File: src/rtl/arbitro_botones_if.sv
// Action handshake between the button arbiter and the pet state machine.
// The master presents an action code and the slave accepts it with ack.
interface arbitro_botones_if;
   logic       accion_valid;
   logic [1:0] accion;
   logic       accion_ack;

   modport master (
      output accion_valid,
      output accion,
      input  accion_ack
   );

   modport slave (
      input  accion_valid,
      input  accion,
      output accion_ack
   );
endinterface

File: src/rtl/arbitro_botones.sv
// Synchronizes and debounces three raw buttons, then arbitrates their pending
// requests into one action at a time, with test mode toggled by a long press.
module arbitro_botones #(
   parameter int unsigned DEBOUNCE_CYCLES  = 500000,
   parameter int unsigned TEST_HOLD_CYCLES = 250000000
) (
   input  logic                clk,
   input  logic                reset,
   input  logic                Boton_Comida,
   input  logic                Boton_Medicina,
   input  logic                Boton_Test,
   arbitro_botones_if.master   accion_bus,
   output logic                modo_test,
   output logic [2:0]          pendiente
);

   localparam int unsigned DW = $clog2(DEBOUNCE_CYCLES + 1);
   localparam int unsigned HW = $clog2(TEST_HOLD_CYCLES + 1);
   localparam logic [DW-1:0] DEB_LAST  = DW'(DEBOUNCE_CYCLES - 1);
   localparam logic [HW-1:0] HOLD_LAST = HW'(TEST_HOLD_CYCLES - 1);
   localparam logic [HW-1:0] HOLD_MAX  = HW'(TEST_HOLD_CYCLES);
   localparam int TEST = 2;

   typedef enum logic {IDLE, GRANT} state_t;

   state_t        state_q, state_d;
   logic [2:0]    sync1_q, sync2_q;
   logic [2:0]    deb_q, deb_d;
   logic [1:0]    debPrev_q;
   logic [DW-1:0] debCnt_q [3];
   logic [DW-1:0] debCnt_d [3];
   logic [HW-1:0] holdCnt_q, holdCnt_d;
   logic          holdSet;
   logic [2:0]    pend_q, pend_d, pendSet, pendClr;
   logic [1:0]    accion_q, accion_d;
   logic          rrMed_q, rrMed_d;
   logic          modo_q, modo_d;

   // The counter only advances on the D-th consecutive differing cycle it flips the level.
   always_comb begin
      for (int i = 0; i < 3; i++) begin
         deb_d[i]    = deb_q[i];
         debCnt_d[i] = '0;
         if (sync2_q[i] != deb_q[i]) begin
            if (debCnt_q[i] == DEB_LAST) begin
               deb_d[i] = ~deb_q[i];
            end else begin
               debCnt_d[i] = debCnt_q[i] + 1'b1;
            end
         end
      end
   end

   always_comb begin
      holdCnt_d = holdCnt_q;
      holdSet   = 1'b0;
      if (!deb_q[TEST]) begin
         holdCnt_d = '0;
      end else if (holdCnt_q != HOLD_MAX) begin
         holdCnt_d = holdCnt_q + 1'b1;
         holdSet   = (holdCnt_q == HOLD_LAST);
      end
   end

   assign pendSet = {holdSet, deb_q[1:0] & ~debPrev_q};

   // rrMed_q set means medicina wins the next comida/medicina tie.
   always_comb begin
      state_d  = state_q;
      accion_d = accion_q;
      rrMed_d  = rrMed_q;
      modo_d   = modo_q;
      pendClr  = '0;
      case (state_q)
         IDLE: begin
            if (|pend_q) begin
               state_d = GRANT;
               if (pend_q[2]) begin
                  accion_d = 2'b11;
               end else if (pend_q[0] && (!pend_q[1] || !rrMed_q)) begin
                  accion_d = 2'b01;
               end else begin
                  accion_d = 2'b10;
               end
            end
         end
         GRANT: begin
            if (accion_bus.accion_ack) begin
               state_d  = IDLE;
               accion_d = 2'b00;
               case (accion_q)
                  2'b01: begin
                     pendClr[0] = 1'b1;
                     rrMed_d    = 1'b1;
                  end
                  2'b10: begin
                     pendClr[1] = 1'b1;
                     rrMed_d    = 1'b0;
                  end
                  2'b11: begin
                     pendClr[2] = 1'b1;
                     modo_d     = ~modo_q;
                  end
                  default: ;
               endcase
            end
         end
         default: state_d = IDLE;
      endcase
      pend_d = (pend_q & ~pendClr) | pendSet;
   end

   always_ff @(posedge clk or negedge reset) begin
      if (!reset) begin
         state_q   <= IDLE;
         sync1_q   <= '0;
         sync2_q   <= '0;
         deb_q     <= '0;
         debPrev_q <= '0;
         for (int i = 0; i < 3; i++) debCnt_q[i] <= '0;
         holdCnt_q <= '0;
         pend_q    <= '0;
         accion_q  <= 2'b00;
         rrMed_q   <= 1'b0;
         modo_q    <= 1'b0;
      end else begin
         state_q   <= state_d;
         sync1_q   <= {Boton_Test, Boton_Medicina, Boton_Comida};
         sync2_q   <= sync1_q;
         deb_q     <= deb_d;
         debPrev_q <= deb_q[1:0];
         for (int i = 0; i < 3; i++) debCnt_q[i] <= debCnt_d[i];
         holdCnt_q <= holdCnt_d;
         pend_q    <= pend_d;
         accion_q  <= accion_d;
         rrMed_q   <= rrMed_d;
         modo_q    <= modo_d;
      end
   end

   assign accion_bus.accion_valid = (state_q == GRANT);
   assign accion_bus.accion       = accion_q;
   assign modo_test               = modo_q;
   assign pendiente               = pend_q;

endmodule

File: src/flat_wrapper.sv
// flat-port wrapper written by rule: the top's interface ports become plain ports
module arbitro_botones_flat 
#(
   parameter int unsigned DEBOUNCE_CYCLES  = 500000,
   parameter int unsigned TEST_HOLD_CYCLES = 250000000
)
  (clk, reset, Boton_Comida, Boton_Medicina, Boton_Test, modo_test, pendiente, accion_bus_accion_valid, accion_bus_accion, accion_bus_accion_ack);
  arbitro_botones_if accion_bus_i ();
  input  logic clk;
  input  logic reset;
  input  logic Boton_Comida;
  input  logic Boton_Medicina;
  input  logic Boton_Test;
  output logic modo_test;
  output logic [2:0] pendiente;
  output wire logic [$bits(accion_bus_i.accion_valid)-1:0] accion_bus_accion_valid;
  output wire logic [$bits(accion_bus_i.accion)-1:0] accion_bus_accion;
  input wire logic [$bits(accion_bus_i.accion_ack)-1:0] accion_bus_accion_ack;
  assign accion_bus_accion_valid = accion_bus_i.accion_valid;
  assign accion_bus_accion = accion_bus_i.accion;
  assign accion_bus_i.accion_ack = accion_bus_accion_ack;
  arbitro_botones #(.DEBOUNCE_CYCLES(DEBOUNCE_CYCLES), .TEST_HOLD_CYCLES(TEST_HOLD_CYCLES)) u_core (.clk(clk), .reset(reset), .Boton_Comida(Boton_Comida), .Boton_Medicina(Boton_Medicina), .Boton_Test(Boton_Test), .accion_bus(accion_bus_i), .modo_test(modo_test), .pendiente(pendiente));
endmodule
File: config.mk
export PLATFORM = sky130hd
export DESIGN_NAME = arbitro_botones_flat
export DESIGN_NICKNAME = d
export VERILOG_FILES = /design/src/rtl/arbitro_botones_if.sv /design/src/rtl/arbitro_botones.sv /design/src/flat_wrapper.sv
export SDC_FILE = /design/constraint.sdc
export NUM_CORES = 1
export LEC_CHECK = 0
export ABC_AREA = 1
export BUFFER_PORTS_ARGS = -buffer_cell sky130_fd_sc_hd__buf_2
export CORE_MARGIN = 2
export CORE_UTILIZATION = 35
export CTS_BUF_LIST = sky130_fd_sc_hd__clkbuf_2 sky130_fd_sc_hd__clkbuf_4 sky130_fd_sc_hd__clkbuf_8
export DETAILED_ROUTE_END_ITERATION = 16
export PLACE_DENSITY = 0.53
export SLEW_MARGIN = 20
export SYNTH_ARGS = -nofsm -noshare
export SYNTH_HDL_FRONTEND = slang
export SYNTH_SLANG_ARGS = --single-unit
File: constraint.sdc
create_clock -name clk -period 2 [get_ports clk]
set_clock_uncertainty 0.15 [all_clocks]
set_input_delay 0.3 -clock clk [delete_from_list [all_inputs] [get_ports clk]]
set_output_delay 0.3 -clock clk [all_outputs]
set_load 0.01 [all_outputs]
==> metrics.md, run 1 <==
| Metric | Value |
|---|---|
| Status | completed |
| RSZ-0062 raised after global routing | false |
| Chip width | 133 µm |
| CTS tree | yes |
| DR DRC count | 0 |
| Crit share post-route | 85.4% |
| Critical Path, Cell by Cell | inv_1, ha_1, nor3b_1, nand2_1, nor2_1, nand2_1, nor2_1, nand2_1, nand2_1 |
| Largest net degree at the start of global routing | 32 |
| Setup slack, reg-to-reg | between 0.2 and 0.3 ns |
| Distinct cells, synth | 34 |
| Clk_lat worst skew | 0.38 ns |
| Max-Cap Viols | 0 |
| First-pass GRT wire length | 23100 µm |
| Resized Gates After CTS | 0 |
| DR vias | 4799 |
| Global Route Usage Sum | 16.1% |
| Sequential share of the synthesized area | between 40% and 50% |
| Worst VDD drop | slightly below 0.4 mV |
| Crit path largest cell delay | 0.43 ns |
| Final ANT Viol Nets | 0 |
| WHS Path Cells | 0 |
| Worst hold start | u_core.sync1_q[2]$_DFF_PN0_ |
| CP max-delay cell | dfrtp_1 |
| Die Area | about 18000 µm² |
| Startpoint type of the worst setup path | flop |
| Tmin final | 1.71 ns |
| Arrival @ worst endpoint | approximately 1.9 ns |
| Vias per inst | roughly 4.5 |
| FF-to-FF path depth | 9 |
| Top delay family on crit path | simple AND/OR/NAND/NOR gates |
| Synth Register Bits | 104 |
| Most frequent cells in the layout | nand2_1, nor2_1, dfrtp_1 |
| Grt ovf | 0 |
| Clk pwr share | between 30% and 40% |
| Ports | 13 |
| Crit-path max FO | 4 |
| RR Endpoint | u_core.holdCnt_q[0]$_DFFE_PN0P_ |
| FMAX | just under 600 MHz |
| Initial antenna violation count | 0 |
| Hold Path End | u_core.sync2_q[2]$_DFF_PN0_ |
| Setup-failing EPs final | 0 |
| Initial Utilization | roughly 36% |
| Die Ht | 133 µm |
| Yosys top cell by area | dfrtp_1 |
| IO Port Bufs | 12 |
| Drt initial violations | roughly 320 |
| Ys Warns | 0 |
| Final Net Count | 853 |
| Power, Total | 4.21 mW |
| Synthesized area | 5860 µm² |
| Fillers | 1782 |
| Setup CP Type | flop to flop |
| Pint | roughly 3 mW |
| H-Tree Depth | 3 |
| RePlAce Congestion | 0.840 |
| Critical path's most frequent cell | nand2_1 |
| Clock Tree Buf Depth | 2 |
| Wire per inst | between 10 and 15 µm |
| Sw frac | 26.6% |
| Rows | 47 |
| Top post-synthesis cells by area | dfrtp_1, nand2_1, nor2_1 |
| Area grow syn2layout | 11.8% |
| Post-synth EDFFs | 0 |
| CP bufs+invs | 1 |
| Slew margin rel. | between 60% and 70% |
| Min-delay worst type | flop to flop |
| Seq pwr share | around 54% |
| First-pass DRT Iterations | 4 |
| Core Area | roughly 16000 µm² |
| Final hold vios | 0 |
| Post-synthesis async set-or-reset flop share | 100% |
| Fraction of layout cells with a size suffix above 1 | 10.3% |
| Post-Syn Instances | around 810 |
| Sink Count | 104 |
| Total CTS buffers | 9 |
| Worst slew pin tran | 0.468 ns |
| CP required | 2.17 ns |
| P_sw | about 1.1 mW |
| ANT cells | 0 |
| Worst setup EP type | flop |
| Drt total wl | 12900 µm |
| Setup TNS Final | 0 ns |
| Pwr per Cell Area | 643 nW/µm² |
| Clock slew at reported path FFs | 0.09 ns |
| Hpwl dp | 9990 µm |
| Pins Over Slew Limit | 0 |
| Syn_nets | between 800 and 900 |
| Number of global-route vias before repair | 4753 |
| Clock root buffer | clkbuf_8 |
| Most common cell after layout, fill and taps aside | nand2_1 |
| # Post-CTS Setup Buffers | 0 |
| Ys flop type | dfrtp_1 |
| Syn_area_per_cell | 7.27 µm² |
| Area share of the largest cell type after synthesis | 44.4% |
| Logic pwr share | 10.5% |
| Worst r2r src | u_core.holdCnt_q[0]$_DFFE_PN0P_ |
| Leak | 2.71 nW |
synthesized netlist by cell type, drive strengths merged (2+ instances only):
cell type,count
dfrtp,104
a21oi,26
ha,8
xnor2,8
buf,2
inv,101
nor3b,5
xor2,21
o21ai,17
nor3,13
nand3,57
nand4,8
nor2,212
and2,2
nand3b,2
nand2,212
flip-flops by register name, summed over array words and instances, names as in the netlist:
register and count:
u_core.pendiente 3, u_core.modo_test 1, u_core.sync1_q 3, u_core.deb_q 3, u_core.accion_bus.accion 2, u_core.holdCnt_q 28, u_core.rrMed_q 1, u_core.sync2_q 3
u_core.debCnt_q 57, u_core.accion_bus.accion_valid 1, u_core.debPrev_q 2
layer usage:
metal	track usage (%)	vias to the layer above	wire length, µm
li1	-	2560	-
met1	22.5	2164	6490
met2	24.9	68	5770
met3	4.26	7	548
met4	3.78	0	131
met5	0	-	0
worst max-delay path by stage:
stage,startpoint,endpoint,depth (start not counted)
after global routing,u_core.debCnt_q[19]$_DFF_PN0_,u_core.debCnt_q[37]$_DFF_PN0_,8
after floorplan,u_core.holdCnt_q[1]$_DFFE_PN0P_,u_core.holdCnt_q[16]$_DFFE_PN0P_,7
final,u_core.holdCnt_q[0]$_DFFE_PN0P_,u_core.holdCnt_q[0]$_DFFE_PN0P_,9
after detailed placement,u_core.debCnt_q[19]$_DFF_PN0_,u_core.debCnt_q[37]$_DFF_PN0_,8
after global placement,u_core.holdCnt_q[0]$_DFFE_PN0P_,u_core.holdCnt_q[1]$_DFFE_PN0P_,9
after CTS,u_core.holdCnt_q[0]$_DFFE_PN0P_,u_core.holdCnt_q[0]$_DFFE_PN0P_,9
timing repair:
action,CTS,global route
hold buffers,5,0
endpoints found under the setup margin,0,0
hold endpoints to repair,32,0
power by group through the flow:
stage / sequential [mW] / combinational, mW / clock, mW
floorplan: 2.34 / 0.214 / 0
detailed placement: 2.33 / 0.442 / 0
global route: 2.31 / 0.522 / 1.65
global placement: 2.33 / 0.446 / 0
finish: 2.29 / 0.443 / 1.48
CTS: 2.29 / 0.456 / 1.56
area by class of cell:
| class | count | area (µm²) | area share [%] |
|---|---|---|---|
| well taps | 220 | 275 | 4.20 |
| clock buffers | 10 | 131 | 2.00 |
| repair buffers | 25 | 210 | 3.21 |
| multi-input cells | 597 | 2860 | 43.7 |
| flip-flops and latches | 104 | 2600 | 39.7 |
| inverters | 102 | 383 | 5.84 |
| clock inverters | 6 | 90.1 | 1.37 |
worst reg2reg max path, delay by kind of cell, from the launching register on:
family,cells,cell delay [ns]
DFF,1,0.43
adders and majority gates,1,0.15
buffers and inverters,1,0.14
and+or+nand+nor,7,0.79
cells by family (layout without fill, tap and decap cells):
logic type      Yosys count  after routing  share of synthesized area (%)
xor+xnor                 29             29                           4.46
simple gates            512            512                           38.1
compound gates           48             48                           4.55
fa+ha+maj                 8              8                           1.71
flops                   104            104                           44.4
buf+inv                 105            143                           6.76
stage by stage:
| step | std cells | hold slack (ns) | worst slack [ns] | area, µm² | util [%] |
|---|---|---|---|---|---|
| detailed placement | 1043 | 0.153 | 0.310 | 6280 | 38.2 |
| global route | 1064 | 0.225 | 0.0961 | 6560 | 39.8 |
| finish | 1064 | 0.205 | 0.293 | 6560 | 39.8 |
| floorplan | 806 | -0.146 | 0.527 | 5860 | - |
| global placement | 1043 | 0.155 | 0.290 | 6280 | 38.2 |
| CTS | 1064 | 0.209 | 0.283 | 6560 | 39.8 |
Note: power is estimated with default switching activity, not from simulation.
==> run 2: changes to the inputs <==
--- a/config.mk
+++ b/config.mk
@@ -9,7 +9,7 @@
 export BUFFER_PORTS_ARGS = -buffer_cell sky130_fd_sc_hd__buf_2
 export CORE_MARGIN = 2
 export CORE_UTILIZATION = 35
-export CTS_BUF_LIST = sky130_fd_sc_hd__clkbuf_2 sky130_fd_sc_hd__clkbuf_4 sky130_fd_sc_hd__clkbuf_8
+export CTS_BUF_LIST = sky130_fd_sc_hd__clkbuf_8
 export DETAILED_ROUTE_END_ITERATION = 16
 export PLACE_DENSITY = 0.53
 export SLEW_MARGIN = 20
==> run 2 against run 1 <==
  * Final cell count unchanged
  * Clock power barely moved
  * Via count barely moved
  * First-iteration DRC count stayed put
  * Critical path type unchanged
  * Routed wire length barely moved
  * Sequential power hardly changed
  * Utilization hardly changed
  * Die area unchanged
  * Design area about the same
  * Critical path depth did not move
  * Global-route usage unchanged
  * Register-to-register slack hardly changed
==> metrics.md, run 2 (same netlist as run 1, synthesis figures left out) <==
| Metric | Value |
|---|---|
| Status | completed |
| Most common cell after layout, fill and taps aside | nand2_1 |
| Sink Count | 104 (unchanged) |
| Max FFs per register | 57 (unchanged) |
| First-pass GRT wire length | 23100 µm (unchanged) |
| Die Area | 17800 µm² (unchanged) |
| Tmin final | 1.71 ns (unchanged) |
| Worst slew pin tran | 0.468 ns (unchanged) |
| Clk pwr share | 34.9% (-0.3 points) |
| Most frequent cells in the layout | nand2_1, nor2_1, dfrtp_1 |
| Hold_ws | 0.205 ns (unchanged) |
| Ports | 13 (unchanged) |
| Clock Tree Buf Depth | 2 (unchanged) |
| Setup TNS Final | 0 ns (unchanged) |
| IO Port Bufs | 12 (unchanged) |
| P_sw | 1.12 mW (about the same) |
| Pwr per Cell Area | 640 nW/µm² (-0.38%) |
| Crit share post-route | 85.4% (unchanged) |
| Worst hold start | u_core.sync1_q[2]$_DFF_PN0_ |
| Largest net degree at the start of global routing | 32 (unchanged) |
| Power, Total | 4.20 mW (-0.44%) |
| Crit path from | u_core.holdCnt_q[0]$_DFFE_PN0P_ |
| Clock slew at reported path FFs | 0.09 ns (about the same) |
| Fraction of layout cells with a size suffix above 1 | 10.2% (-0.12 points) |
| Top delay family on crit path | simple AND/OR/NAND/NOR gates |
| Wire per inst | 12.2 µm (about the same) |
| Grt ovf | 0 (unchanged) |
| Area grow syn2layout | 11.8% (about the same) |
| Setup CP Type | flop to flop |
| Hpwl dp | 9990 µm (unchanged) |
| Leak | 2.71 nW (about the same) |
| Setup-failing EPs final | 0 (unchanged) |
| Startpoint type of the worst setup path | flop |
| Sw frac | 26.7% (+0.12 points) |
| Seq pwr share | 54.5% (+0.2 points) |
| DP Cell Count | 1043 (unchanged) |
| Number of global-route vias before repair | 4753 (unchanged) |
| Chip width | 133 µm (unchanged) |
| Core Area | 16500 µm² (unchanged) |
| Crit-path max FO | 4 (unchanged) |
| Total CTS buffers | 9 (unchanged) |
| Critical Path, Cell by Cell | inv_1, ha_1, nor3b_1, nand2_1, nor2_1, nand2_1, nor2_1, nand2_1, nand2_1 |
| Global Route Usage Sum | 16.1% (unchanged) |
| First-pass DRT Iterations | 4 (unchanged) |
| Final hold vios | 0 (unchanged) |
| Final Net Count | 853 (unchanged) |
| Min-delay worst type | flop to flop |
| ANT cells | 0 (unchanged) |
| Critical path's most frequent cell | nand2_1 |
| Drt initial violations | 315 (unchanged) |
| Pint | 3.07 mW (-0.60%) |
| FMAX | 586 MHz (unchanged) |
| Vias per inst | 4.51 (about the same) |
| Clk_lat worst skew | 0.38 ns (about the same) |
| Slew margin rel. | 68.8% (unchanged) |
| DR vias | 4803 (+0.083%) |
| Die Ht | 133 µm (unchanged) |
| Clock root buffer | clkbuf_8 |
| Worst VDD drop | 0.393 mV (about the same) |
| Initial Utilization | 35.6% (unchanged) |
| Post-Layout Cell Count | 1064 (unchanged) |
| Regs by FF count | u_core.debCnt_q: 57 flops, u_core.holdCnt_q: 28 flops |
| Seq. cell area | 2600 µm² (unchanged) |
| Logic pwr share | 10.6% (about the same) |
| CP max-delay cell | dfrtp_1 |
| Rows | 47 (unchanged) |
| CP bufs+invs | 1 (unchanged) |
| Multi-input gate area in the final layout | 2860 µm² (unchanged) |
| CTS tree | yes |
| Worst setup EP type | flop |
| Drt total wl | 12900 µm (about the same) |
| Max-Cap Viols | 0 (unchanged) |
| Crit path largest cell delay | 0.43 ns (about the same) |
| Initial antenna violation count | 0 (unchanged) |
| DR DRC count | 0 (unchanged) |
| Arrival @ worst endpoint | 1.87 ns (about the same) |
| CP required | 2.17 ns (about the same) |
| Worst r2r src | u_core.holdCnt_q[0]$_DFFE_PN0P_ |
| Pins Over Slew Limit | 0 (unchanged) |
| RSZ-0062 raised after global routing | false |
| Fillers | 1782 (unchanged) |
| RePlAce Congestion | 0.840 (unchanged) |
| Final ANT Viol Nets | 0 (unchanged) |
| Layout Utilization | 39.8% (about the same) |
| H-Tree Depth | 3 (unchanged) |
| Resized Gates After CTS | 0 (unchanged) |
| Reg with most FFs | u_core.debCnt_q |
run 2: layout make-up:
class	count	area share, %
clock buffer	9	1.89
timing repair buffer	25	3.21
inverter	102	5.84
sequential	104	39.7
clock inverter	7	1.43
tap	220	4.20
multi-input combinational	597	43.7
run 2: routing by layer:
layer	vias up	global-route usage, %	part of all wire, %
li1	2560	-	-
met1	2167	22.5	50
met2	69	24.9	45
met3	7	4.26	4.2
met4	0	3.78	1.0
met5	-	0	0
run 2: power groups by stage:
| stage | combinational, mW | sequential [mW] | clock, mW |
|---|---|---|---|
| 6_report | 0.443 | 2.29 | 1.46 |
| 5_1_grt | 0.522 | 2.31 | 1.63 |
| 4_1_cts | 0.456 | 2.29 | 1.55 |
| 3_5_place_dp | 0.442 | 2.33 | 0 |
| 3_3_place_gp | 0.446 | 2.33 | 0 |
| 2_1_floorplan | 0.214 | 2.34 | 0 |
run 2: worst paths after layout:
path / to / cells after the start / slack [ns]
worst max-delay path: u_core.holdCnt_q[0]$_DFFE_PN0P_ / 9 / 0.29
worst min-delay path: u_core.sync2_q[2]$_DFF_PN0_ / 0 / 0.20
worst max register to register: u_core.holdCnt_q[0]$_DFFE_PN0P_ / 9 / 0.29
worst min register to register: u_core.sync2_q[2]$_DFF_PN0_ / 0 / 0.20
max in group asynchronous: u_core.debCnt_q[30]$_DFF_PN0_ / 3 / 0.93
min in group asynchronous: u_core.debCnt_q[46]$_DFF_PN0_ / 2 / 0.27
run 2: worst register-to-register path, delay by kind of cell, from the launching register on:
family / cells / cell delay [ns]
adder cells (fa/ha/maj): 1 / 0.15
AND/OR/NAND/NOR: 7 / 0.79
buffers and inverters: 1 / 0.14
flip-flops: 1 / 0.43
run 2: timing repair:
action,CTS,global route
endpoints found under the hold margin,32,0
hold buffers,5,0
buffers inserted,0,0
run 2: metrics by stage:
step | setup slack [ns] | cell area [µm²]
after global routing | 0.0961 | 6550
after floorplan | 0.527 | 5860
after detailed placement | 0.310 | 6280
final | 0.293 | 6550
after CTS | 0.283 | 6550
after global placement | 0.290 | 6280
==> run 3: changes to the inputs <==
--- a/config.mk
+++ b/config.mk
@@ -5,7 +5,6 @@
 export SDC_FILE = /design/constraint.sdc
 export NUM_CORES = 1
 export LEC_CHECK = 0
-export ABC_AREA = 1
 export BUFFER_PORTS_ARGS = -buffer_cell sky130_fd_sc_hd__buf_2
 export CORE_MARGIN = 2
 export CORE_UTILIZATION = 35
==> constraint.sdc (replaced) <==
create_clock -name clk -period 2 [get_ports clk]
set_clock_uncertainty 0.15 [all_clocks]
set_input_delay 0 -clock clk [delete_from_list [all_inputs] [get_ports clk]]
set_output_delay 0 -clock clk [all_outputs]
set_load 0.01 [all_outputs]
==> run 3 against run 2 <==
  * Utilization grew 1.3 points
  * Via count shrank 28%
  * Clock power shrank 8%
  * Final cell count shrank 32%
  * Critical path type unchanged
  * Highest routed layer unchanged
  * Sequential power grew 2%
==> metrics.md, run 3 <==
| Metric | Value |
|---|---|
| Chip width | 123 µm (-7.8%) |
| Clock slew at reported path FFs | 0.10 ns (about the same) |
| FF-to-FF path depth | 8 (-1) |
| RSZ-0062 raised after global routing | true |
| Setup slack, reg-to-reg | 0.11 ns (-0.18 ns) |
| Min-delay worst type | input port to async pin |
| Ys flop type | dfrtp_1 |
| CP required | 2.12 ns (-0.05 ns) |
| Area grow syn2layout | 15.1% |
| Reg with most FFs | u_core.debCnt_q |
| FMAX | 530 MHz (-9.5%) |
| Post-Syn Instances | 493 (-39%) |
| Number of global-route vias before repair | 3569 (-25%) |
| Layout Utilization | 41.1% (+1.3 points) |
| CP bufs+invs | 2 (+1) |
| Drt initial violations | 191 (-39%) |
| Post-synth EDFFs | 0 (unchanged) |
| Distinct cells, synth | 35 (+2.9%) |
| Multi-input gate area in the final layout | 2270 µm² (-21%) |
| Place WS | 0.0907 ns (-0.220 ns) |
| Hold_ws | 0.0513 ns (-0.154 ns) |
| Drt total wl | 9120 µm (-30%) |
| DR vias | 3456 (-28%) |
| Synthesized area | 4960 µm² (-15%) |
| Status | completed |
| Sink Count | 104 (unchanged) |
| PnR worst setup slack | 0.113 ns (-0.180 ns) |
| Most frequent cells in the layout | dfrtp_1, nor2_1, nand2_1, xor2_1 |
| Die Ht | 123 µm (-7.8%) |
| Clk_lat worst skew | 0.37 ns (about the same) |
| Crit share post-route | 94.3% (+9.0 points) |
| Tmin final | 1.89 ns (+0.180 ns) |
| Fraction of layout cells with a size suffix above 1 | 12.4% (+2.2 points) |
| Pwr per Cell Area | 714 nW/µm² (+12%) |
| Critical Path, Cell by Cell | inv_1, ha_1, nor4b_2, nand3_1, nor4_4, buf_4, mux2i_1, nor2b_1 |
| First-pass GRT wire length | 16700 µm (-28%) |
| Largest net degree at the start of global routing | 105 (+230%) |
| Leak | 2.55 nW (-6.1%) |
| IO Port Bufs | 12 (unchanged) |
| CP max-delay cell | dfrtp_1 |
| Rows | 43 (-8.5%) |
| Hpwl dp | 6070 µm (-39%) |
| Seq. cell area | 2600 µm² (about the same) |
| Initial Utilization | 35.7% (+0.11 points) |
| Fillers | 1380 (-23%) |
| Sequential share of the synthesized area | 52.5% (+8.1 points) |
| Initial antenna violation count | 0 (unchanged) |
| Arrival @ worst endpoint | 2.01 ns (+0.14 ns) |
| Final ANT Viol Nets | 0 (unchanged) |
| Grt ovf | 0 (unchanged) |
| RR Endpoint | u_core.holdCnt_q[1]$_DFFE_PN0P_ |
| CTS tree | yes |
| Syn_nets | 507 (-38%) |
| Core Area | 13900 µm² (-16%) |
| First-pass DRT Iterations | 6 (+2) |
| Worst r2r src | u_core.holdCnt_q[0]$_DFFE_PN0P_ |
| Max-Cap Viols | 0 (unchanged) |
| ANT cells | 0 (unchanged) |
| Crit-path max FO | 5 (+1) |
| Top delay family on crit path | simple AND/OR/NAND/NOR gates |
| Worst setup EP type | flop |
| Setup CP Type | flop to flop |
| Regs by FF count | u_core.debCnt_q: 57 flops, u_core.holdCnt_q: 28 flops |
| Crit path largest cell delay | 0.44 ns (about the same) |
| Clock Tree Buf Depth | 2 (unchanged) |
| Worst VDD drop | 0.411 mV (+4.6%) |
| Global Route Usage Sum | 13.9% (-2.2 points) |
| Syn_area_per_cell | 10.1 µm² (+38%) |
| Setup-failing EPs final | 0 (unchanged) |
| Vias per inst | 4.79 (+6.0%) |
| Wire per inst | 12.6 µm (+3.9%) |
| Synth cell count leaders | dfrtp_1, nor2_1, nand2_1, xor2_1 |
| Top-count cell post-synth | dfrtp_1 |
| Slew margin rel. | 61.4% (-7.4 points) |
| Die Area | 15100 µm² (-15%) |
| Most common cell after layout, fill and taps aside | dfrtp_1 |
| Startpoint type of the worst setup path | flop |
| Setup TNS Final | 0 ns (unchanged) |
| H-Tree Depth | 3 (unchanged) |
| Ports | 13 (unchanged) |
| Area share of the largest cell type after synthesis | 52.5% (+8.1 points) |
| Clock root buffer | clkbuf_8 |
| Yosys top cell by area | dfrtp_1 |
| DR DRC count | 0 (unchanged) |
| Post-synthesis async set-or-reset flop share | 100% (unchanged) |
| Total CTS buffers | 9 (unchanged) |
| Ys Warns | 0 (unchanged) |
| Synth Register Bits | 104 (unchanged) |
| Max FFs per register | 57 (unchanged) |
| Worst slew pin tran | 0.579 ns (+0.111 ns) |
| Final Net Count | 551 (-35%) |
| RePlAce Congestion | 0.766 (-8.8%) |
| Top post-synthesis cells by area | dfrtp_1, xor2_1, xnor2_1 |
| Pins Over Slew Limit | 0 (unchanged) |
| Final hold vios | 0 (unchanged) |
[run 3: how the worst max path moves through the flow]
stage | startpoint | to | slack (ns) | cells past startpoint
floorplan | u_core.holdCnt_q[3]$_DFFE_PN0P_ | u_core.holdCnt_q[21]$_DFFE_PN0P_ | 0.19 | 5
global placement | u_core.holdCnt_q[0]$_DFFE_PN0P_ | u_core.holdCnt_q[24]$_DFFE_PN0P_ | 0.1 | 7
detailed placement | u_core.holdCnt_q[0]$_DFFE_PN0P_ | u_core.holdCnt_q[16]$_DFFE_PN0P_ | 0.09 | 7
CTS | u_core.holdCnt_q[0]$_DFFE_PN0P_ | u_core.holdCnt_q[16]$_DFFE_PN0P_ | 0.06 | 7
global route | u_core.holdCnt_q[0]$_DFFE_PN0P_ | u_core.holdCnt_q[1]$_DFFE_PN0P_ | -0.002 | 8
finish | u_core.holdCnt_q[0]$_DFFE_PN0P_ | u_core.holdCnt_q[1]$_DFFE_PN0P_ | 0.11 | 8
[run 3: where the power goes]
group | internal [mW] | leakage, nW | switching, mW
Combinational | 0.169 | 1.02 | 0.240
Sequential | 2.20 | 1.42 | 0.131
Clock | 0.607 | 0.101 | 0.733
Total | 2.97 | 2.55 | 1.10
[run 3: kinds of logic (layout without fill, tap and decap cells)]
group / Yosys count / in the layout / synth area share, %
buf+inv: 26 / 75 / 2.12
mux: 2 / 2 / 0.429
flops: 104 / 104 / 52.5
compound gates: 20 / 20 / 2.32
fa+ha+maj: 8 / 8 / 2.02
xor+xnor: 78 / 78 / 13.8
simple gates: 255 / 255 / 26.8
[run 3: layout make-up]
cell class / count / share of cell area [%]
multi-input combinational: 363 / 39.8
clock inverter: 6 / 1.07
sequential: 104 / 45.6
inverter: 16 / 1.05
timing repair buffer: 43 / 6.05
clock buffer: 10 / 2.41
tap: 180 / 3.95
[run 3: per-layer routing]
| metal | wire, µm | vias up | GRT usage, % | part of all wire [%] |
|---|---|---|---|---|
| met3 | 236 | 14 | 3.00 | 2.6 |
| li1 | - | 1735 | - | - |
| met4 | 217 | 0 | 6.25 | 2.4 |
| met5 | 0 | - | 0 | 0 |
| met2 | 4160 | 28 | 21.8 | 46 |
| met1 | 4500 | 1679 | 18.5 | 49 |
[run 3: through the flow]
step | std cells | cell area, µm² | total power, mW
CTS | 721 | 5670 | 4.15
global placement | 700 | 5430 | 2.77
floorplan | 493 | 4960 | 2.57
detailed placement | 700 | 5430 | 2.78
global route | 722 | 5710 | 4.32
finish | 722 | 5710 | 4.08
[run 3: worst reg2reg max path, cell delays in order (launching register included)]
cell and delay, ns:
dfrtp_1 0.44, inv_1 0.08, ha_1 0.13, nor4b_2 0.17, nand3_1 0.14, nor4_4 0.26, buf_4 0.18, mux2i_1 0.19
nor2b_1 0.06
[run 3: what timing repair did]
action / CTS / global route
endpoints found under the setup margin: 0 / 28
gates resized for setup: 0 / 7
endpoints found under the hold margin: 115 / 0
hold buffers: 5 / 0
buffers inserted: 0 / 1
